===== config.mk =====
export PLATFORM = sky130hd
export DESIGN_NAME = step_input_conditioner
export DESIGN_NICKNAME = d
export VERILOG_FILES = /design/src/rtl/step_pkg.sv /design/src/rtl/debounce_channel.sv /design/src/rtl/step_input_conditioner.sv
export SDC_FILE = /design/constraint.sdc
export NUM_CORES = 1
export LEC_CHECK = 0
export CAP_MARGIN = 20
export CORE_MARGIN = 3
export CORE_UTILIZATION = 40
export CTS_CLUSTER_DIAMETER = 120
export DETAILED_ROUTE_END_ITERATION = 8
export HOLD_SLACK_MARGIN = 0.08
export SLEW_MARGIN = 10
export SYNTH_ARGS = -nofsm -noshare
export SYNTH_HDL_FRONTEND = slang
export SYNTH_SLANG_ARGS = --single-unit

===== constraint.sdc =====
create_clock -name clk -period 2.2 [get_ports clk]
set_clock_uncertainty 0.05 [all_clocks]
set_input_delay 0.44 -clock clk [delete_from_list [all_inputs] [get_ports clk]]
set_output_delay 0.44 -clock clk [all_outputs]
set_load 0.02 [all_outputs]

===== src/rtl/step_pkg.sv =====
// Shared types and defaults for the two-channel step input conditioner.
package step_pkg;

    typedef enum logic [1:0] {
        IDLE_LOW     = 2'd0,
        CONFIRM_HIGH = 2'd1,
        IDLE_HIGH    = 2'd2,
        CONFIRM_LOW  = 2'd3
    } db_state_t;

    localparam int DB_CYCLES_DEFAULT = 16;

endpackage


===== src/rtl/debounce_channel.sv =====
// One push-button channel: two-flop synchroniser, debounce FSM with run counter,
// registered debounced level and a one-cycle event on the selected commit edge.
module debounce_channel
    import step_pkg::*;
#(
    parameter int DB_CYCLES        = DB_CYCLES_DEFAULT,
    parameter int PULSE_ON_RELEASE = 0
) (
    input  logic clk,
    input  logic rst,
    input  logic btn_raw,
    output logic lvl,
    output logic evt
);

    localparam int               CNT_W       = $clog2(DB_CYCLES + 1);
    localparam logic [CNT_W-1:0] CNT_ONE     = CNT_W'(1);
    localparam logic [CNT_W-1:0] CNT_LAST    = CNT_W'(DB_CYCLES - 1);
    localparam logic             EVT_ON_RISE = (PULSE_ON_RELEASE == 0);

    logic             sync1_q, sync1_d;
    logic             sync2_q, sync2_d;
    db_state_t        state_q, state_d;
    logic [CNT_W-1:0] cnt_q,   cnt_d;
    logic             lvl_q,   lvl_d;
    logic             evt_q,   evt_d;

    // The counter holds how many consecutive opposite samples have been seen,
    // so a commit happens on the DB_CYCLES-th one.
    always_comb begin
        sync1_d = btn_raw;
        sync2_d = sync1_q;
        state_d = state_q;
        cnt_d   = cnt_q;
        lvl_d   = lvl_q;
        evt_d   = 1'b0;
        case (state_q)
            IDLE_LOW: begin
                if (sync2_q) begin
                    state_d = CONFIRM_HIGH;
                    cnt_d   = CNT_ONE;
                end
            end
            CONFIRM_HIGH: begin
                if (!sync2_q) begin
                    state_d = IDLE_LOW;
                    cnt_d   = '0;
                end else if (cnt_q == CNT_LAST) begin
                    state_d = IDLE_HIGH;
                    cnt_d   = '0;
                    lvl_d   = 1'b1;
                    evt_d   = EVT_ON_RISE;
                end else begin
                    cnt_d = cnt_q + CNT_ONE;
                end
            end
            IDLE_HIGH: begin
                if (!sync2_q) begin
                    state_d = CONFIRM_LOW;
                    cnt_d   = CNT_ONE;
                end
            end
            CONFIRM_LOW: begin
                if (sync2_q) begin
                    state_d = IDLE_HIGH;
                    cnt_d   = '0;
                end else if (cnt_q == CNT_LAST) begin
                    state_d = IDLE_LOW;
                    cnt_d   = '0;
                    lvl_d   = 1'b0;
                    evt_d   = !EVT_ON_RISE;
                end else begin
                    cnt_d = cnt_q + CNT_ONE;
                end
            end
            default: begin
                state_d = IDLE_LOW;
                cnt_d   = '0;
                lvl_d   = 1'b0;
            end
        endcase
    end

    always_ff @(posedge clk) begin
        if (!rst) begin
            sync1_q <= 1'b0;
            sync2_q <= 1'b0;
            state_q <= IDLE_LOW;
            cnt_q   <= '0;
            lvl_q   <= 1'b0;
            evt_q   <= 1'b0;
        end else begin
            sync1_q <= sync1_d;
            sync2_q <= sync2_d;
            state_q <= state_d;
            cnt_q   <= cnt_d;
            lvl_q   <= lvl_d;
            evt_q   <= evt_d;
        end
    end

    assign lvl = lvl_q;
    assign evt = evt_q;

endmodule


===== src/rtl/step_input_conditioner.sv =====
// Two debounced push-button channels feeding a registered priority arbiter that
// issues at most one step pulse per clock toward the step-ring FSM.
module step_input_conditioner
    import step_pkg::*;
#(
    parameter int DB_CYCLES        = DB_CYCLES_DEFAULT,
    parameter int PULSE_ON_RELEASE = 0
) (
    input  logic clk,
    input  logic rst,
    input  logic btn1_raw,
    input  logic btn2_raw,
    output logic a1,
    output logic a2,
    output logic lvl1,
    output logic lvl2
);

    logic ch1_lvl, ch1_evt;
    logic ch2_lvl, ch2_evt;

    debounce_channel #(
        .DB_CYCLES        (DB_CYCLES),
        .PULSE_ON_RELEASE (PULSE_ON_RELEASE)
    ) u_ch1 (
        .clk     (clk),
        .rst     (rst),
        .btn_raw (btn1_raw),
        .lvl     (ch1_lvl),
        .evt     (ch1_evt)
    );

    debounce_channel #(
        .DB_CYCLES        (DB_CYCLES),
        .PULSE_ON_RELEASE (PULSE_ON_RELEASE)
    ) u_ch2 (
        .clk     (clk),
        .rst     (rst),
        .btn_raw (btn2_raw),
        .lvl     (ch2_lvl),
        .evt     (ch2_evt)
    );

    logic pend1_q, pend1_d;
    logic pend2_q, pend2_d;
    logic a1_q,    a1_d;
    logic a2_q,    a2_d;
    logic lvl1_q,  lvl1_d;
    logic lvl2_q,  lvl2_d;
    logic req1,    req2;

    // Levels are re-registered here so lvl and the uncontended pulse change on the same edge.
    always_comb begin
        req1    = ch1_evt | pend1_q;
        req2    = ch2_evt | pend2_q;
        a1_d    = req1;
        a2_d    = req2 & ~req1;
        pend1_d = req1 & ~a1_d;
        pend2_d = req2 & ~a2_d;
        lvl1_d  = ch1_lvl;
        lvl2_d  = ch2_lvl;
    end

    always_ff @(posedge clk) begin
        if (!rst) begin
            pend1_q <= 1'b0;
            pend2_q <= 1'b0;
            a1_q    <= 1'b0;
            a2_q    <= 1'b0;
            lvl1_q  <= 1'b0;
            lvl2_q  <= 1'b0;
        end else begin
            pend1_q <= pend1_d;
            pend2_q <= pend2_d;
            a1_q    <= a1_d;
            a2_q    <= a2_d;
            lvl1_q  <= lvl1_d;
            lvl2_q  <= lvl2_d;
        end
    end

    assign a1   = a1_q;
    assign a2   = a2_q;
    assign lvl1 = lvl1_q;
    assign lvl2 = lvl2_q;

endmodule

==> results.md, run 1 <==
- Unique masters post-synth: 36
- Yosys top cell by area: dfxtp_1
- Num CTS Buffers: 3
- Final worst setup slack: about 470 ps
- # hold bufs at CTS: 0
- Total Neg Setup Slack: 0 ps
- Final ANT Viol Nets: 0
- Tcrit/Tclk final: between 70 and 80%
- Wire length per cell: ~11 um
- Pre-antenna DRT Iters: 4
- PortBufs: 7
- Minimum clock period: approximately 1700 ps
- Vias in the first global route: a little over 700
- Total GRT Usage: a little under an eighth
- Clk root buf: clkbuf_4
- Mean post-synth cell area: ~9.8 um2
- Area growth, synth to finish: 12.2%
- Proportion of layout cells with a drive suffix above 1: around a tenth
- Hold/Removal Path Class: flip-flop to flip-flop
- Non-filler cells, final: 149
- Hpwl dp: about 1.2 mm
- Initial antenna violation count: 0
- Layout Nets: between 100 and 150
- RSZ-0062 raised after global routing: false
- Post-Route Utilization: a little under half
- Critical path's top delay family: buffers and inverters
- Gr ovfl total: 0
- Top cells by area, synth: dfxtp_1 50%, and2_1 4.7%, nor2b_1 3.5%
- Placed cells: between 100 and 150
- Placed inst area: about 1200 um2
- Crit Path Class: flip-flop to primary output
- Leakage Power: ~0.47 nW
- Row count: 18
- First-pass GRT wire length: between 2 and 3 mm
- Post-synth EDFFs: 0
- Starting density of the core: 42.7%
- Number of DRC markers in iteration 0: 20
- Most numerous cell in the Yosys netlist: dfxtp_1
- Worst-Margin Slew: 392 ps
- Pre-CTS WS: 420 ps
- Max-cap violations: 0
- Final Setup Violations: 0
- Biggest regs: u_ch1.cnt_q (5), u_ch2.cnt_q (5)
- Worst-path fanout max: 1
- #FFs+latches synth: 27
- Slowest cell on the critical path: clkdlybuf4s50_1
- CTS sink cnt: 27
- Die area: around 3300 um2
- TritonCTS clock tree: built
- IO Pins: 8
- CP endpoint kind: primary output
- Maximum VDD drop: 0.406 mV
- Largest net degree at the start of global routing: 15
- Via count: approximately 760
- Footprint of the multi-input gates: approximately 510 um2
- Fmax achieved: 578 MHz
- # fillers: around 260
- Normalized max-slew margin: approximately three quarters
- Status: finished clean
- CP Data Required Time: between 1500 and 2000 ps
- Fin. max-slew vios: 0
- Storage cell area: around 540 um2
- Synth Instances: 110
- Synthesized area: ~1100 um2
- Core area: between 2000 and 3000 um2
- Synth Warn #: 0
- Critical Path, Cell by Cell: clkdlybuf4s50_1
- Crit path DAT: ~1200 ps
- Synth Flop Type: dfxtp_1
- Most instantiated cells after synthesis: 27 x dfxtp_1, 8 x and2_1, 7 x nand2_1
- Clk buf depth: 2
- Die X: between 50 and 60 um
- Crit path largest cell delay: around 600 ps
- Startpoint Class: flip-flop
- Syn_nets: approximately 120
- Power Density: slightly above 600 nW/um2
- Share of the synthesized area in the top cell type: between 50% and 60%
- Drt via density: 5.13
- Sequential fraction of the synthesis area: 50.2%
- Clock transition at the registers of the reported paths: roughly 130 ps
- Die extent in y: 57.9 um
- Routability congestion estimate: roughly 0.83
- Worst-skew pair later-pin latency: roughly 310 ps
- H-Tree Depth: 1
- Final Hold Viols: 0
- Post-Route WL: 1.64 mm
- Post-CTS sizing: 0
- Drt drc: 0
- Final instance area: roughly 1200 um2
- Post-CTS setup buffers: 0
- Asr flop ratio synth: 0%
- Antenna diodes: 0
- Hold slack: a little under 400 ps
- Total power: between 0.7 and 0.8 mW
- Buffer and inverter count on the worst path: 1
## power by group
part,switching (mW),total [mW],internal (mW)
sequential,0.00919,0.509,0.500
clock,0.130,0.201,0.0707
combinational,0.0194,0.0409,0.0215
total,0.159,0.751,0.592
## layer usage
metal / GRT usage [%] / wire length (um) / part of all wire, % / vias to the layer above
met2: 16.6 / 696 / 43 / 15
met5: 0 / 0 / 0 / -
li1: - / - / - / 401
met3: 2.00 / 54 / 3.3 / 2
met1: 15.7 / 870 / 53 / 346
met4: 6.95 / 14 / 0.86 / 0
## cells by family after synthesis
group | after synthesis | share of synthesized area [%]
buffers and inverters | 7 | 2.67
XOR/XNOR | 5 | 5.47
adder cells (fa/ha/maj) | 2 | 2.33
flip-flops | 27 | 50.2
multiplexers | 1 | 0.930
AND/OR/NAND/NOR | 44 | 23.8
AO/OA/AOI/OAI | 24 | 14.5
## cell usage in the layout, fill, tap and decap left out, drive strengths merged
| cell type | synthesis | final |
|---|---|---|
| o311ai | 2 | 2 |
| nand3 | 4 | 4 |
| and2 | 9 | 9 |
| o21ai | 8 | 8 |
| xor2 | 5 | 5 |
| nand3b | 1 | 1 |
| a21boi | 1 | 1 |
| buf | 2 | 2 |
| o2111ai | 1 | 1 |
| or3b | 1 | 1 |
| a22oi | 1 | 1 |
| and3 | 3 | 3 |
| a31oi | 3 | 3 |
| nor3b | 4 | 4 |
| nand4 | 1 | 1 |
| nor3 | 1 | 1 |
| o22ai | 1 | 1 |
| a21oi | 4 | 4 |
| inv | 3 | 3 |
| dfxtp | 27 | 27 |
| ha | 2 | 2 |
| nor2b | 6 | 6 |
| clkdlybuf4s50 | 0 | 7 |
| mux2i | 1 | 1 |
| clkbuf | 2 | 4 |
| nand2b | 1 | 1 |
| o21bai | 1 | 1 |
| o211a | 1 | 1 |
| nand2 | 7 | 7 |
| o211ai | 1 | 1 |
| nor2 | 6 | 6 |
## final cells by class
class	count	share of cell area [%]
Inverter	3	0.933
Tap cell	30	3.11
Sequential cell	27	44.8
Clock buffer	4	2.18
Timing Repair Buffer	9	7.05
Multi-Input combinational cell	76	42.0
## worst paths after layout
path | to | depth (start not counted) | startpoint | slack [ps]
setup reg to reg | u_ch2.lvl | 5 | u_ch2.cnt_q[0] | 690
hold / removal | u_ch1.sync2_q | 1 | u_ch1.sync1_q | 400
setup / recovery | lvl2 | 1 | lvl2 | 470
hold reg to reg | u_ch1.sync2_q | 1 | u_ch1.sync1_q | 400
Note: power is estimated with default switching activity, not from simulation.
==> run 2: changes to the inputs <==
- clock period: 2.2 -> 1.7 ns (I/O delays scaled with it)
==> run 2 against run 1 <==
Flip-flop and latch count is the same; core utilization grew 0.94 points; combinational power grew 45%; clock-buffer cell count shrank 1; die area is the same; first-iteration DRC count grew 25%; global-route usage grew 0.51 points; routed wire length grew 6.5%.
==> results.md, run 2 (same netlist as run 1, synthesis figures left out) <==
- Drt drc: 0
- Slowest cell on the critical path: clkdlybuf4s50_1
- Crit path DAT: 1250 ps
- Hold slack: 388 ps
- Worst-skew pair later-pin latency: between 300 and 400 ps
- Crit path largest cell delay: 590 ps
- Critical Path, Cell by Cell: clkdlybuf4s50_1
- Final Hold Viols: 0
- Storage cell area: between 500 and 600 um2
- Gr ovfl total: 0
- Row count: 18
- CP Data Required Time: 1310 ps
- Footprint of the multi-input gates: roughly 510 um2
- Post-CTS setup buffers: 0
- Layout Nets: approximately 130
- Maximum VDD drop: between 0.4 and 0.5 mV
- Most frequent cells in the layout: 27 x dfxtp_1, 8 x and2_1, 7 x nand2_1
- Clk buf depth: 2
- Die extent in y: approximately 58 um
- IO Pins: 8
- Hold/Removal Path Class: flip-flop to flip-flop
- Final instance area: 1230 um2
- Routability congestion estimate: slightly below 0.8
- Die area: between 3000 and 4000 um2
- RSZ-0062 raised after global routing: false
- Total power: a little under 1 mW
- Leakage Power: just over 0.5 nW
- Hpwl dp: ~1.3 mm
- Fmax achieved: 610 MHz
- Commonest non-fill, non-tap cell in the layout: dfxtp_1
- Number of DRC markers in iteration 0: 25
- Normalized max-slew margin: ~73%
- Area growth, synth to finish: 14.4%
- Pre-antenna DRT Iters: 4
- Clk root buf: clkbuf_4
- Vias in the first global route: about 750
- Die X: 57.9 um
- CTS sink cnt: 27
- Fin. max-slew vios: 0
- Biggest regs: u_ch1.cnt_q (5), u_ch2.cnt_q (5)
- Total Neg Setup Slack: 0 ps
- Largest net degree at the start of global routing: 18
- Post-Route Utilization: 48.8%
- Initial antenna violation count: 0
- Clock transition at the registers of the reported paths: 150 ps
- Total GRT Usage: between 10% and 20%
- Post-Route WL: 1.74 mm
- Starting density of the core: approximately 43%
- Buffer and inverter count on the worst path: 1
- Num CTS Buffers: 3
- First-pass GRT wire length: a little over 3 mm
- Core area: 2520 um2
- Placed inst area: ~1200 um2
- Critical path's top delay family: buffers and inverters
- Crit Path Class: flip-flop to primary output
- # fillers: approximately 250
- Proportion of layout cells with a drive suffix above 1: between 10% and 20%
- Power Density: 803 nW/um2
- Final Setup Violations: 0
- CP endpoint kind: primary output
- Via count: about 800
- Wire length per cell: ~12 um
- Tcrit/Tclk final: slightly below 100%
- Status: finished clean
- Worst-Margin Slew: 412 ps
- H-Tree Depth: 1
- Antenna diodes: 0
- Final ANT Viol Nets: 0
- Max-cap violations: 0
- TritonCTS clock tree: built
- Startpoint Class: flip-flop
- Worst-path fanout max: 1
- Drt via density: around 5.2
- PortBufs: 7
- Minimum clock period: 1640 ps
==> run 2: final cells by class <==
cell class | count | share of cell area [%]
clock buffer | 3 | 1.83
clock inverter | 1 | 0.407
inverter | 3 | 0.915
multi-input combinational | 76 | 41.2
sequential | 27 | 43.9
tap | 30 | 3.05
timing repair buffer | 10 | 8.74
==> run 2: worst paths after layout <==
| path | startpoint | end | slack (ps) | cells past startpoint |
|---|---|---|---|---|
| max | a2 | a2 | 60 | 1 |
| min | u_ch1.sync1_q | u_ch1.sync2_q | 390 | 1 |
| max reg2reg | u_ch2.cnt_q[0] | u_ch2.lvl | 190 | 5 |
| min reg2reg | u_ch1.sync1_q | u_ch1.sync2_q | 390 | 1 |
==> run 2: metal layers <==
metal / track usage, % / wire [um]
met4: 5.96 / 15
met1: 16.1 / 889
met5: 0 / 0
met3: 2.90 / 70
met2: 17.7 / 768
==> run 2: stage by stage <==
| step | cells | setup slack (ps) |
|---|---|---|
| 3_5_place_dp | 146 | 162 |
| 5_1_grt | 150 | 0.261 |
| 6_report | 150 | 61.7 |
| 2_1_floorplan | 110 | 311 |
| 3_3_place_gp | 146 | 213 |
| 4_1_cts | 150 | 45.4 |
==> run 2: what timing repair did <==
action	CTS	global route
setup endpoints to repair	0	1
gates resized for setup	0	1
endpoints found under the hold margin	0	0
hold buffers	0	0
==> run 2: power by group <==
| part | switching [mW] | internal [mW] | leakage, nW | total [mW] |
|---|---|---|---|---|
| registers | 0.0108 | 0.647 | 0.219 | 0.658 |
| clock network | 0.183 | 0.0880 | 0.0177 | 0.271 |
| logic | 0.0279 | 0.0316 | 0.268 | 0.0595 |
| total | 0.222 | 0.767 | 0.505 | 0.989 |
==> run 3: changes to the inputs <==
- CTS_CLUSTER_DIAMETER: 120 -> default
==> results of run 3 <==
No change in the layout: final DEF, timing and power equal those of run 2.
